<file path="src/rtl/if_fetch_unit_if.sv">
// Instruction-memory request/grant/response bus between the fetch unit and the ROM.
interface if_fetch_unit_if;
  logic        req;
  logic [31:0] addr;
  logic        gnt;
  logic        rvalid;
  logic [31:0] rdata;

  modport master (output req, addr, input gnt, rvalid, rdata);
  modport slave  (input req, addr, output gnt, rvalid, rdata);
endinterface

</file>
<file path="src/rtl/if_fetch_unit.sv">
// Instruction-fetch front end: PC generation, ROM requests, in-order prefetch FIFO.
// Optional misaligned-redirect trap enabled by defining IF_MISALIGN_CHECK_EN.
module if_fetch_unit #(
  parameter logic [31:0] RESET_PC   = 32'h0000_0000,
  parameter int          FIFO_DEPTH = 2
) (
  input  logic                  clk,
  input  logic                  rst,
  input  logic                  redirect_valid,
  input  logic [31:0]           redirect_pc,
  input  logic                  id_en,
  if_fetch_unit_if.master       imem,
  output logic [31:0]           PC_IF,
  output logic [31:0]           DataInstF,
  output logic                  inst_valid,
  output logic                  fetch_fault
);

  localparam int AW = (FIFO_DEPTH > 1) ? $clog2(FIFO_DEPTH) : 1;
  localparam int CW = AW + 1;
  localparam int SW = CW + 1;

  logic          rst_state_q;
  logic [31:0]   fetch_pc_q, fetch_pc_d;
  logic [CW-1:0] count_q, count_d;
  logic [CW-1:0] outst_q, outst_d;
  logic [CW-1:0] drop_q, drop_d;
  logic [AW-1:0] rd_q, rd_d, wr_q, wr_d;
  logic [AW-1:0] trd_q, trd_d, twr_q, twr_d;
  logic [31:0]   pc_mem_q   [FIFO_DEPTH];
  logic [31:0]   inst_mem_q [FIFO_DEPTH];
  logic [31:0]   tag_mem_q  [FIFO_DEPTH];

  logic fault_halt;
  logic credit_ok, fire, resp_keep, push, pop;

`ifdef IF_MISALIGN_CHECK_EN
  logic fault_q, fault_d;

  assign fault_d = redirect_valid ? (redirect_pc[1:0] != 2'b00) : fault_q;

  always_ff @(posedge clk or posedge rst) begin
    if (rst) fault_q <= 1'b0;
    else     fault_q <= fault_d;
  end

  assign fault_halt  = fault_q;
  assign fetch_fault = fault_q;
`else
  logic unused_redirect_lsb;

  assign unused_redirect_lsb = ^redirect_pc[1:0];
  assign fault_halt  = 1'b0;
  assign fetch_fault = 1'b0;
`endif

  // Credits cover both buffered and in-flight words, so the FIFO can never overflow.
  assign credit_ok = ({1'b0, count_q} + {1'b0, outst_q}) < SW'(FIFO_DEPTH);
  assign imem.req  = !rst_state_q && !fault_halt && credit_ok && !redirect_valid;
  assign imem.addr = fetch_pc_q;
  assign fire      = imem.req && imem.gnt;
  assign resp_keep = imem.rvalid && (drop_q == '0);
  assign push      = resp_keep && !redirect_valid;
  assign inst_valid = (count_q != '0);
  assign pop       = inst_valid && id_en && !redirect_valid;

  assign PC_IF     = inst_valid ? pc_mem_q[rd_q]   : 32'h0;
  assign DataInstF = inst_valid ? inst_mem_q[rd_q] : 32'h0;

  always_comb begin
    fetch_pc_d = fetch_pc_q;
    count_d    = count_q;
    drop_d     = drop_q;
    rd_d       = rd_q;
    wr_d       = wr_q;
    trd_d      = trd_q;
    twr_d      = twr_q;
    outst_d    = outst_q + CW'(fire) - CW'(imem.rvalid);
    if (redirect_valid) begin
      fetch_pc_d = {redirect_pc[31:2], 2'b00};
      count_d    = '0;
      rd_d       = '0;
      wr_d       = '0;
      trd_d      = '0;
      twr_d      = '0;
      // A response landing in the redirect cycle is stale too.
      drop_d     = outst_q - CW'(imem.rvalid);
    end else begin
      if (fire) begin
        fetch_pc_d = fetch_pc_q + 32'd4;
        twr_d      = twr_q + AW'(1);
      end
      if (resp_keep) trd_d = trd_q + AW'(1);
      if (imem.rvalid && (drop_q != '0)) drop_d = drop_q - CW'(1);
      if (push) wr_d = wr_q + AW'(1);
      if (pop)  rd_d = rd_q + AW'(1);
      count_d = count_q + CW'(push) - CW'(pop);
    end
  end

  always_ff @(posedge clk or posedge rst) begin
    if (rst) begin
      rst_state_q <= 1'b1;
      fetch_pc_q  <= RESET_PC;
      count_q     <= '0;
      outst_q     <= '0;
      drop_q      <= '0;
      rd_q        <= '0;
      wr_q        <= '0;
      trd_q       <= '0;
      twr_q       <= '0;
    end else begin
      rst_state_q <= 1'b0;
      fetch_pc_q  <= fetch_pc_d;
      count_q     <= count_d;
      outst_q     <= outst_d;
      drop_q      <= drop_d;
      rd_q        <= rd_d;
      wr_q        <= wr_d;
      trd_q       <= trd_d;
      twr_q       <= twr_d;
    end
  end

  // Storage is qualified by occupancy, so it needs no reset.
  always_ff @(posedge clk) begin
    if (push) begin
      pc_mem_q[wr_q]   <= tag_mem_q[trd_q];
      inst_mem_q[wr_q] <= imem.rdata;
    end
    if (fire) tag_mem_q[twr_q] <= imem.addr;
  end

endmodule

</file>
<file path="src/flat_wrapper.sv">
// flat-port wrapper written by rule: the top's interface ports become plain ports
module if_fetch_unit_flat 
#(
  parameter logic [31:0] RESET_PC   = 32'h0000_0000,
  parameter int          FIFO_DEPTH = 2
)
  (clk, rst, redirect_valid, redirect_pc, id_en, PC_IF, DataInstF, inst_valid, fetch_fault, imem_req, imem_addr, imem_gnt, imem_rvalid, imem_rdata);
  if_fetch_unit_if imem_i ();
  input  logic clk;
  input  logic rst;
  input  logic redirect_valid;
  input  logic [31:0] redirect_pc;
  input  logic id_en;
  output logic [31:0] PC_IF;
  output logic [31:0] DataInstF;
  output logic inst_valid;
  output logic fetch_fault;
  output wire logic [$bits(imem_i.req)-1:0] imem_req;
  output wire logic [$bits(imem_i.addr)-1:0] imem_addr;
  input wire logic [$bits(imem_i.gnt)-1:0] imem_gnt;
  input wire logic [$bits(imem_i.rvalid)-1:0] imem_rvalid;
  input wire logic [$bits(imem_i.rdata)-1:0] imem_rdata;
  assign imem_req = imem_i.req;
  assign imem_addr = imem_i.addr;
  assign imem_i.gnt = imem_gnt;
  assign imem_i.rvalid = imem_rvalid;
  assign imem_i.rdata = imem_rdata;
  if_fetch_unit #(.RESET_PC(RESET_PC), .FIFO_DEPTH(FIFO_DEPTH)) u_core (.clk(clk), .rst(rst), .redirect_valid(redirect_valid), .redirect_pc(redirect_pc), .id_en(id_en), .imem(imem_i), .PC_IF(PC_IF), .DataInstF(DataInstF), .inst_valid(inst_valid), .fetch_fault(fetch_fault));
endmodule
</file>
<file path="config.mk">
export PLATFORM = sky130hd
export DESIGN_NAME = if_fetch_unit_flat
export DESIGN_NICKNAME = d
export VERILOG_FILES = /design/src/rtl/if_fetch_unit_if.sv /design/src/rtl/if_fetch_unit.sv /design/src/flat_wrapper.sv
export SDC_FILE = /design/constraint.sdc
export NUM_CORES = 1
export LEC_CHECK = 0
export ABC_AREA = 1
export CORE_UTILIZATION = 45
export CTS_BUF_LIST = sky130_fd_sc_hd__clkbuf_16
export DETAILED_ROUTE_END_ITERATION = 12
export PLACE_DENSITY = 0.71
export SETUP_SLACK_MARGIN = 0.5
export SLEW_MARGIN = 5
export SYNTH_ARGS = -nofsm -noshare
export SYNTH_HDL_FRONTEND = slang
export SYNTH_SLANG_ARGS = --single-unit
</file>
<file path="constraint.sdc">
create_clock -name clk -period 10 [get_ports clk]
set_input_delay 2 -clock clk [delete_from_list [all_inputs] [get_ports clk]]
set_output_delay 2 -clock clk [all_outputs]
set_load 0.05 [all_outputs]
</file>
## Yosys cells after proc, flatten, opt, wreduce, memory -nomap -nowiden

Memories as Yosys holds them, arrays and structs flattened.
Index checks and enable logic that the tools add are counted.

| storage, ports and cells | value |
|---|---|
| RAM bits | 192 |
| memory bits (read-only) | 0 |
| memories kept | 3 |
| input bits | 70 |
| logic and storage cells | 62 |
| latch bits | 0 |
| register bits after elaboration | 43 |
| output and inout port bits | 99 |

| cells by class | value |
|---|---|
| div/mod/pow operators | 0 |
| add/sub/neg operators | 12 |
| multiply operators | 0 |
| reductions and logical operators | 18 |
| muxes and demuxes | 19 |
| magnitude comparators | 1 |
| bitwise operators | 0 |
| eq/ne operators | 0 |
| shift-type cells | 0 |

Memories:

| memory | depth | bits a word | rd ports | clocked after Yosys merged registers in | wr ports | line | source |
|---|---|---|---|---|---|---|---|
| u_core.inst_mem_q | 2 | 32 | 1 | 0 | 1 | if_fetch_unit.sv:31 | `logic [31:0] inst_mem_q [FIFO_DEPTH];` |
| u_core.pc_mem_q | 2 | 32 | 1 | 0 | 1 | if_fetch_unit.sv:30 | `logic [31:0] pc_mem_q [FIFO_DEPTH];` |
| u_core.tag_mem_q | 2 | 32 | 1 | 0 | 1 | if_fetch_unit.sv:32 | `logic [31:0] tag_mem_q [FIFO_DEPTH];` |

Operators with widths:

| operator | count |
|---|---|
| 32-bit two-way mux | 4 |
| 32-bit by 3-bit adder with 32-bit output (second input constant) | 1 |
| 2-bit nonzero test | 7 |
| 1-bit two-way mux | 12 |
| 1-bit logical AND | 8 |
| 2-bit two-way mux | 3 |
| 2-bit by 1-bit subtractor with 2-bit output | 3 |
| 1-bit adder (second input constant) | 4 |
| 2-bit by 1-bit adder with 2-bit output | 2 |
| 2-bit by 2-bit adder with 3-bit output | 1 |
| 3-bit by 2-bit < comparator with 1-bit output (second input constant) | 1 |
| 1-bit zero test | 2 |
| 2-bit zero test | 1 |
| 2-bit by 1-bit subtractor with 2-bit output (second input constant) | 1 |

## Depth between registers and ports, before layout

Gate-level depths: netlist of the first run.

| logic depth | value |
|---|---|
| word-level depth | 7 |
| depth in mapped cells | 10 |
| depth with buffers taken out | 9 |

## Worst setup path before layout of the first run

No wires, ideal clock.

| path | value |
|---|---|
| path kind | input to register |
| from | in redirect_valid |
| to | mem u_core.inst_mem_q[0][0] (enable) |
| buffers on the path | 1 |
| arrival time | 5073 ps |
| stages | 4 |
| data required time | 9517 ps |
| setup time | 483 ps |
| setup slack | 4444 ps |
| cell sequence | buf_2 -> nor3_2 -> inv_1 -> nor2_1 |

| on the way | value |
|---|---|
| longest elaborated chain between the ends | 4 |

Ends and longest elaborated chain:

| what | line | source |
|---|---|---|
| from (decl) | flat_wrapper.sv:11 | `input logic redirect_valid;` |
| 1-bit zero test | if_fetch_unit.sv:63 | `assign push = resp_keep && !redirect_valid;` |
| 1-bit logical AND | if_fetch_unit.sv:63 |  |
| 1-bit two-way mux | if_fetch_unit.sv:127 | `if (push) begin` |
| 1-bit two-way mux (implied by the code) | if_fetch_unit.sv:129 | `inst_mem_q[wr_q] <= imem.rdata;` |
| to (decl) | if_fetch_unit.sv:31 |  |

No other way between the ends.

## Worst setup path in the final report of the first run

| path | value |
|---|---|
| from | in redirect_valid |
| to | out imem_req |

| on the way | value |
|---|---|
| longest elaborated chain between the ends | 2 |

Ends and longest elaborated chain:

| what | line | source |
|---|---|---|
| 1-bit zero test | if_fetch_unit.sv:59 | `assign imem.req = !rst_state_q && !fault_halt && credit_ok && !redirect_valid;` |
| 1-bit logical AND | if_fetch_unit.sv:59 |  |
| to (decl) | flat_wrapper.sv:18 | `output wire logic [$bits(imem_i.req)-1:0] imem_req;` |

No other way between the ends.

==> summary.txt, run 1 <==
Layout
  • # fillers: 1696
  • Nets: 1098
  • Number of inserted diodes: 0
  • Synth-to-Final Area Change: 28.06%
  • Layout cell share with drive strength beyond 1: 0.1029
  • Fin util: 0.5881

STA
  • Fin. Hold Viols: 0
  • Worst Tran Pin Value: 865.4 ps
  • Max Slew Vio Count: 0
  • Unrepaired setup endpoints after global routing: false
  • Fin crit period: 5759 ps
  • Final setup viols: 0
  • Max-slew headroom: 0.4231
  • Fin Hold WS: between 400 and 500 ps
  • TNS Setup: 0 ps
  • Final Skew: between 10 and 15 ps
  • Fmax: 0.1736 GHz
  • Worst setup margin: 4241 ps
  • Period Utilization, post-route: 0.5759

Routing
  • DRC: 0
  • Vias: 6552
  • WL/cell: approximately 16 um
  • DRT iter0 DRCs: between 300 and 400
  • Routed WL: 20970 um
  • Vias/cell: 4.983
  • Initial DRT Pass Iterations: 4
  • Antenna violation net count after detailed routing: 0

Floorplan
  • I/O pins: 169
  • Initial core utilization: 0.4593
  • Die X: around 150 um
  • # rows: 53
  • Core area: between 20000 and 25000 um2
  • Die ar.: 22040 um2
  • Die Ht: between 100 and 150 um

Clock network
  • TritonCTS Buffers: 24
  • Clock transition at the registers of the reported paths: 50 ps
  • Hold_buf cts: 0
  • # clock sinks: about 230
  • Worst-Skew Late Latency: 510 ps
  • CTS tree: done
  • Clk buf depth: 3
  • H-tree depth: 1
  • Root Buffer: clkbuf_16
  • Post-CTS setup buffers: 0
  • Post-cts sizing count: 0

GRT
  • Grt ovf: 0
  • Vias in the first global route: 6360
  • Initial antenna violation count: 0
  • Layer with the highest usage: met2
  • Total Routing Usage GR: 0.1926
  • First-pass GRT wire length: between 30000 and 40000 um
  • Largest net degree at the start of global routing: 64
  • Met1 Use GR: 0.2546
  • Met3 Usage GRT: 0.03098
  • Met2 global-route usage: 0.3325

Logic synthesis
  • Post-Synthesis Cells: approximately 860
  • Sequential share of the synthesized area: 0.6787
  • Synthesized area: 9654 um2
  • Asr flop ratio synth: 0.1822
  • Top cell type's share of synthesized area: 0.5723
  • Library cells used by synthesis: 37
  • Post-Syn Area per Cell: 11.28 um2
  • Post-synth top cells: nand2_1 (264), edfxtp_1 (184), a21oi_1 (66)
  • Synth Register Bits: around 230
  • Most frequent cell after synthesis: nand2_1
  • Ys flop type: edfxtp_1
  • Main area contributors after synthesis: edfxtp_1 (57%), dfrtp_1 (10%), nand2_1 (10%), a21oi_1 (3.4%), mux2_2 (3.4%)
  • Yosys warns: 0
  • Cell taking the most area after synthesis: edfxtp_1
  • Number of flops mapped to enable cells by yosys: 184

Setup path
  • CP max stage delay: between 800 and 900 ps
  • CP most frequent cell: clkdlybuf4s50_1
  • Endpoint class of the critical path: output pin
  • Critical Path Source Type: primary input
  • Worst path slowest cell: clkdlybuf4s50_1
  • Critical path type: in -> out
  • Reg2Reg Depth: 7
  • CP Max Fanout: 39
  • Crit path required time: 8000 ps
  • Crit path DAT: 3760 ps
  • CP cell instances: clkdlybuf4s50_1, buf_4, nor3_1, clkdlybuf4s50_1

Power and ir drop
  • Total chip power: 2.908 mW
  • Pwr Density: ~240 nW/um2
  • Highest ir drop seen on vdd: roughly 110 uV
  • Leakage Power: roughly 4.6 nW

Placement
  • Post-DP HPWL: between 10000 and 15000 um
  • PortBufs: 161
  • Place WS: approximately 4200 ps
  • Gpl congestion: 0.8199

Hold path
  • WHS Path Cells: 1
  • Hold Crit Class: reg -> reg

Outcome
  • Status: completed

Flow run
  • Max cap viols: 0
[layout make-up]
cell class	instances	area [um2]	share of cell area
repair buffers	171	1687	0.1364
clock inverters	19	185.2	0.01498
clock buffers	25	625.6	0.05060
well taps	275	344.1	0.02783
flip-flops and latches	225	6554	0.5301
inverters	58	217.7	0.01761
multi-input cells	542	2750	0.2224
[critical path: cells and delay by family]
family	cells	cell delay [ps]
buf+inv	3	1490
simple gates	1	260
[power by group]
group	total [mW]	internal [mW]	switching, mW
Sequential	1.20	1.13	0.0692
Clock	0.892	0.553	0.339
Combinational	0.817	0.266	0.551
[cells in the final DEF (no fill, tap or decap), drive strengths merged, types with 21 or more instances in the layout]
master and n:
clkdlybuf4s50 161, a21oi 66, dfrtp 40, nand2 271, o21ai 21, mux2 30, inv 62, clkbuf 25
nor2 62, edfxtp 184, nand3 54
[sequential cells by signal, indices dropped and copies added, names as in the netlist, 2 cells and up]
| signal | count |
|---|---|
| u_core.count_q | 2 |
| u_core.drop_q | 2 |
| u_core.imem.addr | 30 |
| u_core.inst_mem_q | 64 |
| u_core.outst_q | 2 |
| u_core.pc_mem_q | 60 |
| u_core.tag_mem_q | 60 |
[logic make-up after synthesis]
group / synth area share
XOR/XNOR: 0.007258
buffers and inverters: 0.04095
AO/OA/AOI/OAI: 0.05301
multiplexers: 0.03499
AND/OR/NAND/NOR: 0.1761
adder cells (fa/ha/maj): 0.008554
flip-flops: 0.6787
other: 0.0003884
[worst paths after layout]
path	end	from	slack, ps
max	imem_req	redirect_valid	4240
min	u_core.trd_q$_DFFE_PP0P_	u_core.trd_q$_DFFE_PP0P_	500
max reg2reg	u_core.tag_mem_q[0][24]$_DFFE_PP_	u_core.count_q[0]$_DFF_PP0_	7680
min reg2reg	u_core.trd_q$_DFFE_PP0P_	u_core.trd_q$_DFFE_PP0P_	500
max in group asynchronous	u_core.rd_q$_DFFE_PP0P_	rst	7630
min in group asynchronous	u_core.imem.addr[4]$_DFFE_PP0P_	rst	1940
[layer usage]
metal  vias up  wire (um)  share of wire
li1       3220          -              -
met3        23       1368          0.065
met5         -          0              0
met4         0        287          0.014
met2       214      10300           0.49
met1      3095       9022           0.43
[metrics by stage]
stage / cell area [um2] / cells
6_report: 12360 / 1315
3_5_place_dp: 11550 / 1271
5_1_grt: 12360 / 1315
2_1_floorplan: 9673 / 861
4_1_cts: 12360 / 1315
3_3_place_gp: 11550 / 1271
No activity file was read; power rests on OpenSTA's default activity.
==> run 2, diff against run 1 <==
--- a/config.mk
+++ b/config.mk
@@ -9,7 +9,7 @@
 export CORE_UTILIZATION = 45
 export CTS_BUF_LIST = sky130_fd_sc_hd__clkbuf_16
 export DETAILED_ROUTE_END_ITERATION = 12
-export PLACE_DENSITY = 0.71
+export PLACE_DENSITY = 0.73
 export SETUP_SLACK_MARGIN = 0.5
 export SLEW_MARGIN = 5
 export SYNTH_ARGS = -nofsm -noshare
==> constraint.sdc (replaced) <==
create_clock -name clk -period 4.77 [get_ports clk]
set_input_delay 0.954 -clock clk [delete_from_list [all_inputs] [get_ports clk]]
set_output_delay 0.954 -clock clk [all_outputs]
set_load 0.05 [all_outputs]
==> summary.txt, run 2 (same netlist as run 1, synthesis figures left out) <==
Outcome
  • Status: completed (unchanged)

Setup path
  • CP Max Fanout: 26 (was 39)
  • Crit path required time: 3820 ps (was 8000 ps)
  • Critical path type: reg -> out (was in -> out)
  • Crit path DAT: 2750 ps (was 3760 ps)
  • Critical Path Source Type: register (was primary input)
  • Endpoint class of the critical path: output pin (unchanged)
  • Worst flop-to-flop path startpoint: u_core.count_q[1]$_DFF_PP0_ (was u_core.count_q[0]$_DFF_PP0_)
  • R2r setup slk: 2320 ps (was 7680 ps)
  • Reg2Reg Depth: 10 (was 7)
  • End of the worst register-to-register path: u_core.count_q[1]$_DFF_PP0_ (was u_core.tag_mem_q[0][24]$_DFFE_PP_)

Power and ir drop
  • Switching Power: 2.016 mW (was 959.1 uW)
  • Highest ir drop seen on vdd: 250.9 uV (was 114.9 uV)
  • Leakage Power: 4.624 nW (was 4.608 nW)
  • Internal power: 4.088 mW (was 1.949 mW)
  • Pwr Density: 492.5 nW/um2 (was 235.2 nW/um2)
  • Switching share of total power: 0.3303 (was 0.3298)
  • Flop pwr share: 0.412 (about the same)
  • Clk pwr share: 0.307 (about the same)
  • Comb pwr share: 0.281 (about the same)

GRT
  • Total Routing Usage GR: 0.1862 (was 0.1926)
  • Largest net degree at the start of global routing: 63 (was 64)
  • Initial antenna violation count: 0 (unchanged)
  • First-pass GRT wire length: 31830 um (was 33120 um)
  • Vias in the first global route: 6209 (was 6360)
  • Grt ovf: 0 (unchanged)

Placement
  • Post-DP HPWL: 13340 um (was 13160 um)
  • PortBufs: 161 (unchanged)
  • DP Cell Count: 1273 (was 1271)
  • Gpl congestion: 0.8536 (was 0.8199)
  • Placed inst area: 11590 um2 (was 11550 um2)

STA
  • Final Skew: 13.13 ps (was 10.37 ps)
  • Fin Hold WS: 535.0 ps (was 499.2 ps)
  • TNS Setup: 0 ps (unchanged)
  • Max Slew Vio Count: 0 (unchanged)
  • Unrepaired setup endpoints after global routing: false (unchanged)
  • Final setup viols: 0 (unchanged)
  • Worst Tran Pin Value: 690.0 ps (was 865.4 ps)
  • Fin. Hold Viols: 0 (unchanged)
  • Fin crit period: 3706 ps
  • Period Utilization, post-route: 0.7769
  • Max-slew headroom: 0.5400 (was 0.4231)
  • Fmax: 0.2698 GHz

Floorplan
  • Die Ht: 148.5 um (unchanged)
  • Core area: 21020 um2 (unchanged)
  • Initial core utilization: 0.4593 (unchanged)
  • # rows: 53 (unchanged)
  • Die X: 148.5 um (unchanged)
  • Die ar.: 22040 um2 (unchanged)
  • I/O pins: 169 (unchanged)

Routing
  • Routed WL: 20610 um (was 20970 um)
  • Vias: 6607 (was 6552)
  • DRC: 0 (unchanged)
  • Antenna violation net count after detailed routing: 0 (unchanged)
  • WL/cell: 15.68 um (was 15.95 um)
  • Initial DRT Pass Iterations: 5 (was 4)
  • DRT iter0 DRCs: 348 (was 373)
  • Vias/cell: 5.024 (was 4.983)

Layout
  • Commonest non-fill, non-tap cells in the layout: nand2_1 (264), edfxtp_1 (184), clkdlybuf4s50_1 (161) (unchanged)
  • Nets: 1099 (was 1098)
  • # fillers: 1678 (was 1696)
  • Most common cell after layout, fill and taps aside: nand2_1 (unchanged)
  • Layout cell share with drive strength beyond 1: 0.1058 (was 0.1029)
  • Multi-input gate area: 2750 um2 (unchanged)
  • Reg with most FFs: u_core.inst_mem_q (unchanged)
  • Sequential cell area: 6554 um2 (unchanged)
  • Largest regs: u_core.inst_mem_q x64, u_core.pc_mem_q x60, u_core.tag_mem_q x60 (unchanged)
  • Largest register FFs: 64 (unchanged)
  • Synth-to-Final Area Change: 28.37% (was 28.06%)
  • Non-Filler Instances: 1315 (unchanged)
  • Number of inserted diodes: 0 (unchanged)
  • Final Cell Area: 12390 um2 (was 12360 um2)

Clock network
  • # clock sinks: 225 (unchanged)
  • Clk buf depth: 3 (unchanged)
  • TritonCTS Buffers: 23 (was 24)
  • Worst-Skew Late Latency: 510 ps (about the same)
  • Root Buffer: clkbuf_16 (unchanged)
  • Post-CTS setup buffers: 0 (unchanged)
  • Post-cts sizing count: 0 (unchanged)
  • Hold_buf cts: 0 (unchanged)
  • CTS tree: done (unchanged)
  • H-tree depth: 1 (unchanged)
  • Clock transition at the registers of the reported paths: 60 ps (was 50 ps)

Hold path
  • Hold Crit Start: u_core.trd_q$_DFFE_PP0P_ (unchanged)
  • WHS Path Cells: 1 (unchanged)
  • Worst Hold Path EP: u_core.trd_q$_DFFE_PP0P_ (unchanged)
  • Hold Crit Class: reg -> reg (unchanged)

Flow run
  • Max cap viols: 0 (unchanged)
## run 2: changes by cell type in the layout (fill, tap and decap cells not counted)
| cell | previous run | this run |
|---|---|---|
| clkinv_2 | 3 | 2 |
| bufinv_16 | 4 | 5 |
| buf_12 | 0 | 2 |
| clkbuf_16 | 25 | 23 |
| inv_6 | 0 | 3 |
| inv_1 | 58 | 60 |
| clkinv_1 | 7 | 2 |
## run 2: cell type report
class / instances / share of cell area
clock buffers: 23 / 0.04644
clock inverters: 19 / 0.01817
inverters: 58 / 0.01757
multi-input cells: 542 / 0.2219
flip-flops and latches: 225 / 0.5288
well taps: 275 / 0.02776
repair buffers: 173 / 0.1393
## run 2: metal layers
| layer | share of wire | track usage | routed length, um |
|---|---|---|---|
| met2 | 0.47 | 0.3103 | 9784 |
| met5 | 0 | 0 | 0 |
| met3 | 0.067 | 0.03282 | 1391 |
| met4 | 0.020 | 0.06237 | 403 |
| met1 | 0.44 | 0.2462 | 9033 |
## run 2: through the flow
stage	setup slack [ps]	total power, mW	utilization
after floorplan	1291	3.690	-
after global placement	1431	4.247	0.5515
final	1064	6.104	0.5895
after detailed placement	1433	4.274	0.5515
after CTS	1017	6.153	0.5895
after global routing	927.5	6.345	0.5895
## run 2: worst max-delay path by stage
| stage | end | depth (start not counted) | slack (ps) | from |
|---|---|---|---|---|
| 4_1_cts | PC_IF[6] | 4 | 1020 | u_core.count_q[1]$_DFF_PP0_ |
| 2_1_floorplan | u_core.inst_mem_q[0][0]$_DFFE_PP_ | 4 | 1290 | redirect_valid |
| 3_3_place_gp | imem_req | 3 | 1430 | redirect_valid |
| 3_5_place_dp | imem_req | 3 | 1430 | redirect_valid |
| 5_1_grt | DataInstF[22] | 4 | 930 | u_core.count_q[1]$_DFF_PP0_ |
| 6_report | PC_IF[9] | 4 | 1060 | u_core.count_q[1]$_DFF_PP0_ |
## run 2: power groups by stage
stage / clock [mW] / combinational, mW / sequential (mW)
CTS: 1.91 / 1.73 / 2.51
global route: 1.98 / 1.83 / 2.54
floorplan: 0 / 1.04 / 2.65
global placement: 0 / 1.70 / 2.54
detailed placement: 0 / 1.72 / 2.55
finish: 1.87 / 1.72 / 2.51
## run 2: critical path: stages, from the launching register on
cell and delay [ps]:
dfrtp_1 450, nor2_4 560, buf_4 400, a21oi_1 70, clkdlybuf4s50_1 740
==> run 3, diff against run 2 <==
==> constraint.sdc (replaced) <==
create_clock -name clk -period 3 [get_ports clk]
set_input_delay 0.6 -clock clk [delete_from_list [all_inputs] [get_ports clk]]
set_output_delay 0.6 -clock clk [all_outputs]
set_load 0.05 [all_outputs]
==> summary.txt, run 3 (same netlist as run 1, synthesis figures left out) <==
Outcome
  • Status: completed (unchanged)

GRT
  • First-pass GRT wire length: 34580 um (was 31830 um)
  • Largest net degree at the start of global routing: 63 (unchanged)
  • Grt ovf: 0 (unchanged)
  • Initial antenna violation count: 0 (unchanged)
  • Vias in the first global route: 6624 (was 6209)
  • Total Routing Usage GR: 0.2023 (was 0.1862)

STA
  • Final Skew: 13.12 ps (was 13.13 ps)
  • Max-slew headroom: 0.6172 (was 0.5400)
  • Worst Tran Pin Value: 574.2 ps (was 690.0 ps)
  • Max Slew Vio Count: 0 (unchanged)
  • Period Utilization, post-route: 0.8417
  • Final setup viols: 0 (unchanged)
  • Fin Hold WS: 537.8 ps (was 535.0 ps)
  • Unrepaired setup endpoints after global routing: true (was false)
  • Fmax: about 0.40 GHz
  • TNS Setup: 0 ps (unchanged)
  • Fin. Hold Viols: 0 (unchanged)
  • Fin crit period: ~2500 ps
  • Worst setup margin: 474.9 ps (was 1064 ps)

Layout
  • Multi-input gate area: 2914 um2 (was 2750 um2)
  • Sequential cell area: 6558 um2 (was 6554 um2)
  • Largest regs: u_core.inst_mem_q x64, u_core.pc_mem_q x60, u_core.tag_mem_q x60 (unchanged)
  • Largest register FFs: 64 (unchanged)
  • Commonest non-fill, non-tap cells in the layout: nand2_1 (263), edfxtp_1 (184), clkdlybuf4s50_1 (77) (was nand2_1 (264), edfxtp_1 (184), clkdlybuf4s50_1 (161))
  • # fillers: 1543 (was 1678)
  • Non-Filler Instances: 1320 (was 1315)
  • Most common cell after layout, fill and taps aside: nand2_1 (unchanged)
  • Nets: 1107 (was 1099)
  • Layout cell share with drive strength beyond 1: 0.2115 (was 0.1058)
  • Synth-to-Final Area Change: 38.17% (was 28.37%)
  • Reg with most FFs: u_core.inst_mem_q (unchanged)
  • Final Cell Area: 13340 um2 (was 12390 um2)
  • Fin util: 0.6345 (was 0.5895)
  • Number of inserted diodes: 0 (unchanged)

Power and ir drop
  • Comb pwr share: 0.337 (was 0.281)
  • Switching share of total power: 0.3361 (was 0.3303)
  • Pwr Density: 764.8 nW/um2 (was 492.5 nW/um2)
  • Switching Power: 3.429 mW (was 2.016 mW)
  • Flop pwr share: 0.393 (was 0.412)
  • Total chip power: 10.20 mW (was 6.104 mW)
  • Highest ir drop seen on vdd: 390.0 uV (was 250.9 uV)
  • Clk pwr share: 0.270 (was 0.307)
  • Leakage Power: 5.108 nW (was 4.624 nW)
  • Internal power: 6.773 mW (was 4.088 mW)

Setup path
  • CP max stage delay: 440 ps (was 740 ps)
  • Critical Path Source Type: register (unchanged)
  • Crit path DAT: 1930 ps (was 2750 ps)
  • Endpoint class of the critical path: output pin (unchanged)
  • Reg2Reg Depth: 8 (was 10)
  • Worst path slowest cell: fa_1 (was clkdlybuf4s50_1)
  • CP Max Fanout: 2 (was 26)
  • CP cell instances: nand2_1, inv_1, fa_1, inv_2, nand2_2, nor3_4, buf_12 (was nor2_4, buf_4, a21oi_1, clkdlybuf4s50_1)
  • Crit path required time: 2400 ps (was 3820 ps)
  • Critical path type: reg -> out (unchanged)

Clock network
  • H-tree depth: 1 (unchanged)
  • # clock sinks: 225 (unchanged)
  • Root Buffer: clkbuf_16 (unchanged)
  • Worst-Skew Late Latency: 500 ps (was 510 ps)
  • Clock transition at the registers of the reported paths: 60 ps (about the same)
  • CTS tree: done (unchanged)
  • TritonCTS Buffers: 23 (unchanged)
  • Clk buf depth: 3 (unchanged)

Routing
  • Vias: 6748 (was 6607)
  • Vias/cell: 5.112 (was 5.024)
  • WL/cell: 16.97 um (was 15.68 um)
  • Routed WL: 22400 um (was 20610 um)
  • DRT iter0 DRCs: 322 (was 348)
  • DRC: 0 (unchanged)
  • Initial DRT Pass Iterations: 5 (unchanged)
  • Antenna violation net count after detailed routing: 0 (unchanged)

Placement
  • Post-DP HPWL: 13850 um (was 13340 um)
  • Place WS: 441.3 ps (was 1433 ps)
  • DP Cell Count: 1274 (was 1273)
  • Gpl congestion: 0.8437 (was 0.8536)
  • Placed inst area: 12270 um2 (was 11590 um2)
  • PortBufs: 161 (unchanged)

Floorplan
  • Core area: 21020 um2 (unchanged)
  • I/O pins: 169 (unchanged)
  • Initial core utilization: 0.4593 (unchanged)
  • Die X: 148.5 um (unchanged)
  • # rows: 53 (unchanged)
  • Die ar.: 22040 um2 (unchanged)
  • Die Ht: 148.5 um (unchanged)

Flow run
  • Max cap viols: 0 (unchanged)

Hold path
  • Hold Crit Class: in -> async (was reg -> reg)
[run 3: metal layers]
metal | vias to the layer above | global-route usage | wire length, um
li1 | 3241 | - | -
met1 | 3225 | 0.2722 | 9379
met2 | 242 | 0.3374 | 10930
met3 | 40 | 0.02761 | 1473
met4 | 0 | 0.06959 | 611
met5 | - | 0 | 0
[run 3: worst max-delay path: cells and delay by family (launching register included)]
family	cells	cell delay, ps
AND/OR/NAND/NOR	3	330
buffers and inverters	3	280
adder cells (fa/ha/maj)	1	440
flip-flops	1	380
[run 3: layout make-up]
| cell class | count | area share |
|---|---|---|
| Inverter | 58 | 0.01726 |
| Tap cell | 275 | 0.02580 |
| Multi-Input combinational cell | 542 | 0.2185 |
| Clock inverter | 16 | 0.01144 |
| Timing Repair Buffer | 181 | 0.1923 |
| Sequential cell | 225 | 0.4916 |
| Clock buffer | 23 | 0.04315 |
[run 3: power by group through the flow]
stage               logic (mW)  clock network (mW)  registers (mW)
floorplan                 1.66                   0            4.21
global placement          3.17                   0            4.06
detailed placement        3.21                   0            4.07
CTS                       3.35                2.81            4.01
global route              3.63                2.90            4.04
finish                    3.43                2.76            4.01
[run 3: what timing repair did]
action / CTS / global route
hold buffers: 0 / 0
setup buffers: 3 / 1
pin swaps: 1 / 1
setup endpoints to repair: 68 / 52
resized for setup: 52 / 28
gates cloned: 1 / 2
hold endpoints to repair: 0 / 0
[run 3: path summary, 6_finish.rpt]
path,startpoint,end,slack (ps)
max,u_core.outst_q[0]$_DFF_PP0_,imem_req,470
max reg2reg,u_core.outst_q[0]$_DFF_PP0_,u_core.tag_mem_q[0][18]$_DFFE_PP_,750
min,rst,u_core.outst_q[0]$_DFF_PP0_,540
max in group asynchronous,rst,u_core.rd_q$_DFFE_PP0P_,2030
min in group clk,u_core.tag_mem_q[0][13]$_DFFE_PP_,u_core.pc_mem_q[0][13]$_DFFE_PP_,560
min reg2reg,u_core.tag_mem_q[0][13]$_DFFE_PP_,u_core.pc_mem_q[0][13]$_DFFE_PP_,560
